--- src/rtl/fib_stream_sequencer.sv ---
// Drives a run of indices into a combinational Fibonacci stage and queues the results.
// Results that do not fit in 32 bits are saturated and flagged.
module fib_stream_sequencer #(
    parameter int DEPTH = 4,
    parameter int CNT_W = 16,
    parameter int MAX_N = 46
) (
    input  logic             clk,
    input  logic             rst,
    input  logic             start,
    input  logic [31:0]      n_start,
    input  logic [CNT_W-1:0] count,
    output logic             busy,
    output logic             done,
    output logic [31:0]      fib_n,
    input  logic [31:0]      fib_in,
    output logic             out_valid,
    input  logic             out_ready,
    output logic [31:0]      out_data,
    output logic [31:0]      out_index,
    output logic             out_ovf
);

    localparam int PTR_W = $clog2(DEPTH);
    localparam logic [PTR_W:0] OCC_FULL = (PTR_W + 1)'(DEPTH);

    typedef enum logic [1:0] {
        IDLE,
        RUN,
        DRAIN
    } state_t;

    state_t           state;
    state_t           state_next;
    logic [CNT_W-1:0] rem;
    logic [PTR_W-1:0] wr_ptr;
    logic [PTR_W-1:0] rd_ptr;
    logic [PTR_W:0]   occ;
    logic [31:0]      data_mem [DEPTH];
    logic [31:0]      index_mem [DEPTH];
    logic             ovf_mem [DEPTH];
    logic             push;
    logic             pop;
    logic             entry_ovf;
    logic [31:0]      entry_data;

    // Full is judged on registered occupancy only, so a same-cycle pop never frees a slot early.
    always_comb begin
        entry_ovf  = fib_n > 32'(MAX_N);
        entry_data = entry_ovf ? 32'hFFFF_FFFF : fib_in;
        push       = (state == RUN) && (rem != '0) && (occ < OCC_FULL);
        pop        = out_valid && out_ready;
    end

    always_comb begin
        state_next = state;
        done       = 1'b0;
        case (state)
            IDLE: begin
                if (start) begin
                    state_next = (count == '0) ? DRAIN : RUN;
                end
            end
            RUN: begin
                if (push && (rem == CNT_W'(1))) begin
                    state_next = DRAIN;
                end
            end
            DRAIN: begin
                if (occ == '0) begin
                    done       = 1'b1;
                    state_next = IDLE;
                end
            end
            default: state_next = IDLE;
        endcase
    end

    always_ff @(posedge clk) begin
        if (rst) begin
            state <= IDLE;
        end else begin
            state <= state_next;
        end
    end

    always_ff @(posedge clk) begin
        if (rst) begin
            fib_n <= '0;
            rem   <= '0;
        end else if ((state == IDLE) && start) begin
            fib_n <= n_start;
            rem   <= count;
        end else if (push) begin
            fib_n <= fib_n + 32'd1;
            rem   <= rem - CNT_W'(1);
        end
    end

    always_ff @(posedge clk) begin
        if (rst) begin
            wr_ptr <= '0;
            rd_ptr <= '0;
            occ    <= '0;
        end else begin
            if (push) begin
                wr_ptr <= wr_ptr + 1'b1;
            end
            if (pop) begin
                rd_ptr <= rd_ptr + 1'b1;
            end
            case ({push, pop})
                2'b10:   occ <= occ + 1'b1;
                2'b01:   occ <= occ - 1'b1;
                default: occ <= occ;
            endcase
        end
    end

    // Storage needs no reset: reads are masked until an entry has been written.
    always_ff @(posedge clk) begin
        if (push) begin
            data_mem[wr_ptr]  <= entry_data;
            index_mem[wr_ptr] <= fib_n;
            ovf_mem[wr_ptr]   <= entry_ovf;
        end
    end

    always_comb begin
        busy      = (state != IDLE);
        out_valid = (occ != '0);
        out_data  = out_valid ? data_mem[rd_ptr] : '0;
        out_index = out_valid ? index_mem[rd_ptr] : '0;
        out_ovf   = out_valid ? ovf_mem[rd_ptr] : 1'b0;
    end

endmodule

--- config.mk ---
export PLATFORM = sky130hd
export DESIGN_NAME = fib_stream_sequencer
export DESIGN_NICKNAME = d
export VERILOG_FILES = /design/src/rtl/fib_stream_sequencer.sv
export SDC_FILE = /design/constraint.sdc
export NUM_CORES = 1
export LEC_CHECK = 0
export CAP_MARGIN = 20
export CORE_MARGIN = 2
export CORE_UTILIZATION = 59
export CTS_CLUSTER_DIAMETER = 150
export DETAILED_ROUTE_END_ITERATION = 10
export PLACE_DENSITY = 0.87
export SETUP_SLACK_MARGIN = 0.4
export SYNTH_ARGS = -nofsm -noshare
export SYNTH_HDL_FRONTEND = slang
export SYNTH_SLANG_ARGS = --single-unit
--- constraint.sdc ---
create_clock -name clk -period 5 [get_ports clk]
set_input_delay 0.5 -clock clk [delete_from_list [all_inputs] [get_ports clk]]
set_output_delay 0.5 -clock clk [all_outputs]
set_load 0.02 [all_outputs]
==> results.sh <==
export IMPL_drt_pre_antenna_iters=5
export IMPL_cts_sinks=319
export IMPL_post_route_drc_count=0
export IMPL_nets=1149
export IMPL_hold_path_class="reg2reg"
export IMPL_netlist_instances=880
export IMPL_slew_viol_final=0
export IMPL_synth_edff_count=260
export IMPL_cp_max_fo=17
export IMPL_synth_compound_area_frac=0.0574
export IMPL_slew_headroom=0.289
export IMPL_diodes=0
export IMPL_synth_simple_area_share=0.122
export IMPL_syn_avg_cell_area_sq_um=15.2
export IMPL_endpoint_kind="flip-flop"
export IMPL_drive_gt1_frac=0.128
export IMPL_clkPwrFrac=0.265
export IMPL_syn_cell_area_sq_mm=0.0134
export IMPL_cts_buffers=31
export IMPL_grt_total_usage=0.249
export IMPL_syn_nets=975
export IMPL_intPower_w=0.00575
export IMPL_async_reset_ff_frac=0
export IMPL_drv_cap=0
export IMPL_hpwl_mm=18.3
export IMPL_num_rows=55
export IMPL_grt_pass1_wl_mm=46.1
export IMPL_routabilityCongestion=0.873
export IMPL_cts_tree="done"
export IMPL_cp_required_ns=5.46
export IMPL_timing_fmax_mhz=256
export IMPL_ys_flop_type="edfxtp_1"
export IMPL_path_clk_slew_ns=0.06
export IMPL_port_buffers=183
export IMPL_grt_pass1_vias=8415
export IMPL_postLayoutCellArea_sq_mm=0.0165
export IMPL_start_kind="flip-flop"
export IMPL_synth_mux_area_frac=0.110
export IMPL_synth_xor_area_frac=0.00980
export IMPL_r2r_slack_ns=1.10
export IMPL_vias_per_cell=6.21
export IMPL_rsz0062_at_grt="no"
export IMPL_totalPowerFinal_w=0.00830
export IMPL_via_count=8464
export IMPL_leakage_nw=5.27
export IMPL_cts_setup_buffers=0
export IMPL_post_route_min_period_ns=3.90
export IMPL_die_w_um=155
export IMPL_wl_per_cell_um=22.0
export IMPL_antenna_found_initial=0
export IMPL_p_sw_frac=0.306
export IMPL_dieArea_sq_mm=0.0239
export IMPL_htreeDepth=1
export IMPL_fin_worst_skew_ns=0.00851
export IMPL_initial_core_util=0.596
export IMPL_synth_warnings=0
export IMPL_p_per_area_mw_per_mm2=503
export IMPL_root_buffer="clkbuf_16"
export IMPL_synth_top_family_by_area="simple AND/OR/NAND/NOR gates"
export IMPL_setup_viol=0
export IMPL_clock_latency_ns=0.54
export IMPL_ys_seq_elements=319
export IMPL_fp_dieH_um=155
export IMPL_status="completed"
export IMPL_area_growth_pct=22.9
export IMPL_core_sq_mm=0.0225
export IMPL_hold_viol_final=0
export IMPL_globalRouteOverflowTotal=0
export IMPL_ys_types=60
export IMPL_fin_crit_sh=0.781
export IMPL_place_area_sq_mm=0.0155
export IMPL_io_pins=184
export IMPL_ys_seq_area_frac=0.671
export IMPL_tns_ns=0
export IMPL_finalWirelength_mm=30.0
export IMPL_worst_pin_slew_ns=1.07
export IMPL_synthAdderAreaFrac=0.0108
export IMPL_path_class="reg2reg"
export IMPL_hold_buffers=0
export IMPL_post_cts_resized=0
export IMPL_clockBufferDepth=3
export IMPL_ir_drop_uv=400
export IMPL_ant_nets=0
export IMPL_arrival_ns=4.36
export IMPL_power_frac_comb=0.341
export IMPL_p_switching_w=0.00254
export IMPL_grt_max_degree=66
export IMPL_num_fill_cells=1392
export IMPL_seqPwrFrac=0.394
export IMPL_dr_first_iter_drc_count=766
==> synthesized netlist by cell type, types with 13 or more instances <==
cell type / n / area share
a211oi_1: 14 / 0.0078
a21oi_1: 30 / 0.011
and2_1: 69 / 0.032
clkbuf_1: 37 / 0.010
dfxtp_1: 59 / 0.088
edfxtp_1: 260 / 0.58
inv_1: 15 / 0.0042
mux4_2: 65 / 0.11
nand2_1: 38 / 0.011
nand2b_1: 32 / 0.015
nand3_1: 14 / 0.0052
nor2_1: 43 / 0.012
nor4_1: 23 / 0.011
o21ai_0: 13 / 0.0049
==> cell usage in the layout, fill, tap and decap left out, types with 23 or more instances in the layout <==
master and n:
edfxtp_1 260, nor2_1 43, mux4_2 65, nor4_1 23, and2_1 69, dfxtp_1 57, clkbuf_16 32, clkdlybuf4s50_1 182
nand2_1 38, a21oi_1 30, nand2b_1 32
==> final cells by class <==
type                       instances  area (sq um)  share of cell area
clock buffer                      52           951              0.0577
clock inverter                     5          26.3             0.00159
inverter                          16          60.1             0.00364
multi-input combinational        494          4190               0.254
sequential                       319          9000               0.546
tap                              285           357              0.0216
timing repair buffer             192          1910               0.116
==> per-layer routing <==
| layer | share of wire | track usage | vias to the layer above |
|---|---|---|---|
| li1 | - | - | 3795 |
| met1 | 0.41 | 0.348 | 4187 |
| met2 | 0.50 | 0.420 | 427 |
| met3 | 0.074 | 0.0347 | 55 |
| met4 | 0.023 | 0.0617 | 0 |
| met5 | 0 | 0 | - |
==> through the flow <==
stage	setup slack, ns	instances	hold WS, ns	util
after global placement	1.33	1304	0.488	0.688
after floorplan	1.99	880	0.464	-
after global routing	0.817	1363	0.535	0.732
after CTS	1.14	1361	0.499	0.731
final	1.10	1363	0.507	0.732
after detailed placement	1.20	1304	0.495	0.688
==> worst paths after layout <==
check | startpoint | endpoint | cells past startpoint
worst max-delay path | rem[8] | occ[2] | 11
worst min-delay path | wr_ptr[1] | wr_ptr[1] | 2
worst min register to register | wr_ptr[1] | wr_ptr[1] | 2
worst max register to register | rem[8] | occ[2] | 11
==> worst max-delay path: stages, from the launching register on <==
cell and delay, ns:
dfxtp_1 0.35, nor4_1 0.74, and4_1 0.77, nor2_1 0.33
buf_6 0.24, inv_1 0.15, ha_1 0.21, inv_1 0.06
fa_1 0.37, xor2_1 0.16, or3_1 0.30, a21oi_1 0.14
==> logic make-up after synthesis <==
kind of cell,Yosys count
flops,319
simple gates,288
mux,66
buf+inv,67
compound gates,114
fa+ha+maj,11
xor+xnor,15
==> power by group through the flow <==
stage               combinational, W  sequential [W]  clock, W
finish                       0.00283         0.00327   0.00220
global route                 0.00301         0.00330   0.00232
CTS                          0.00284         0.00327   0.00222
detailed placement           0.00283         0.00333         0
global placement             0.00278         0.00331         0
floorplan                    0.00171         0.00321         0
==> state kept, by name (all words and copies together) (netlist names), named ones only <==
| name | flops |
|---|---|
| data_mem | 128 |
| rd_ptr | 2 |
| wr_ptr | 2 |
| state | 2 |
| ovf_mem | 4 |
| occ | 3 |
| rem | 16 |
| index_mem | 128 |
| fib_n | 32 |
Power figures use the tool's default switching activity.
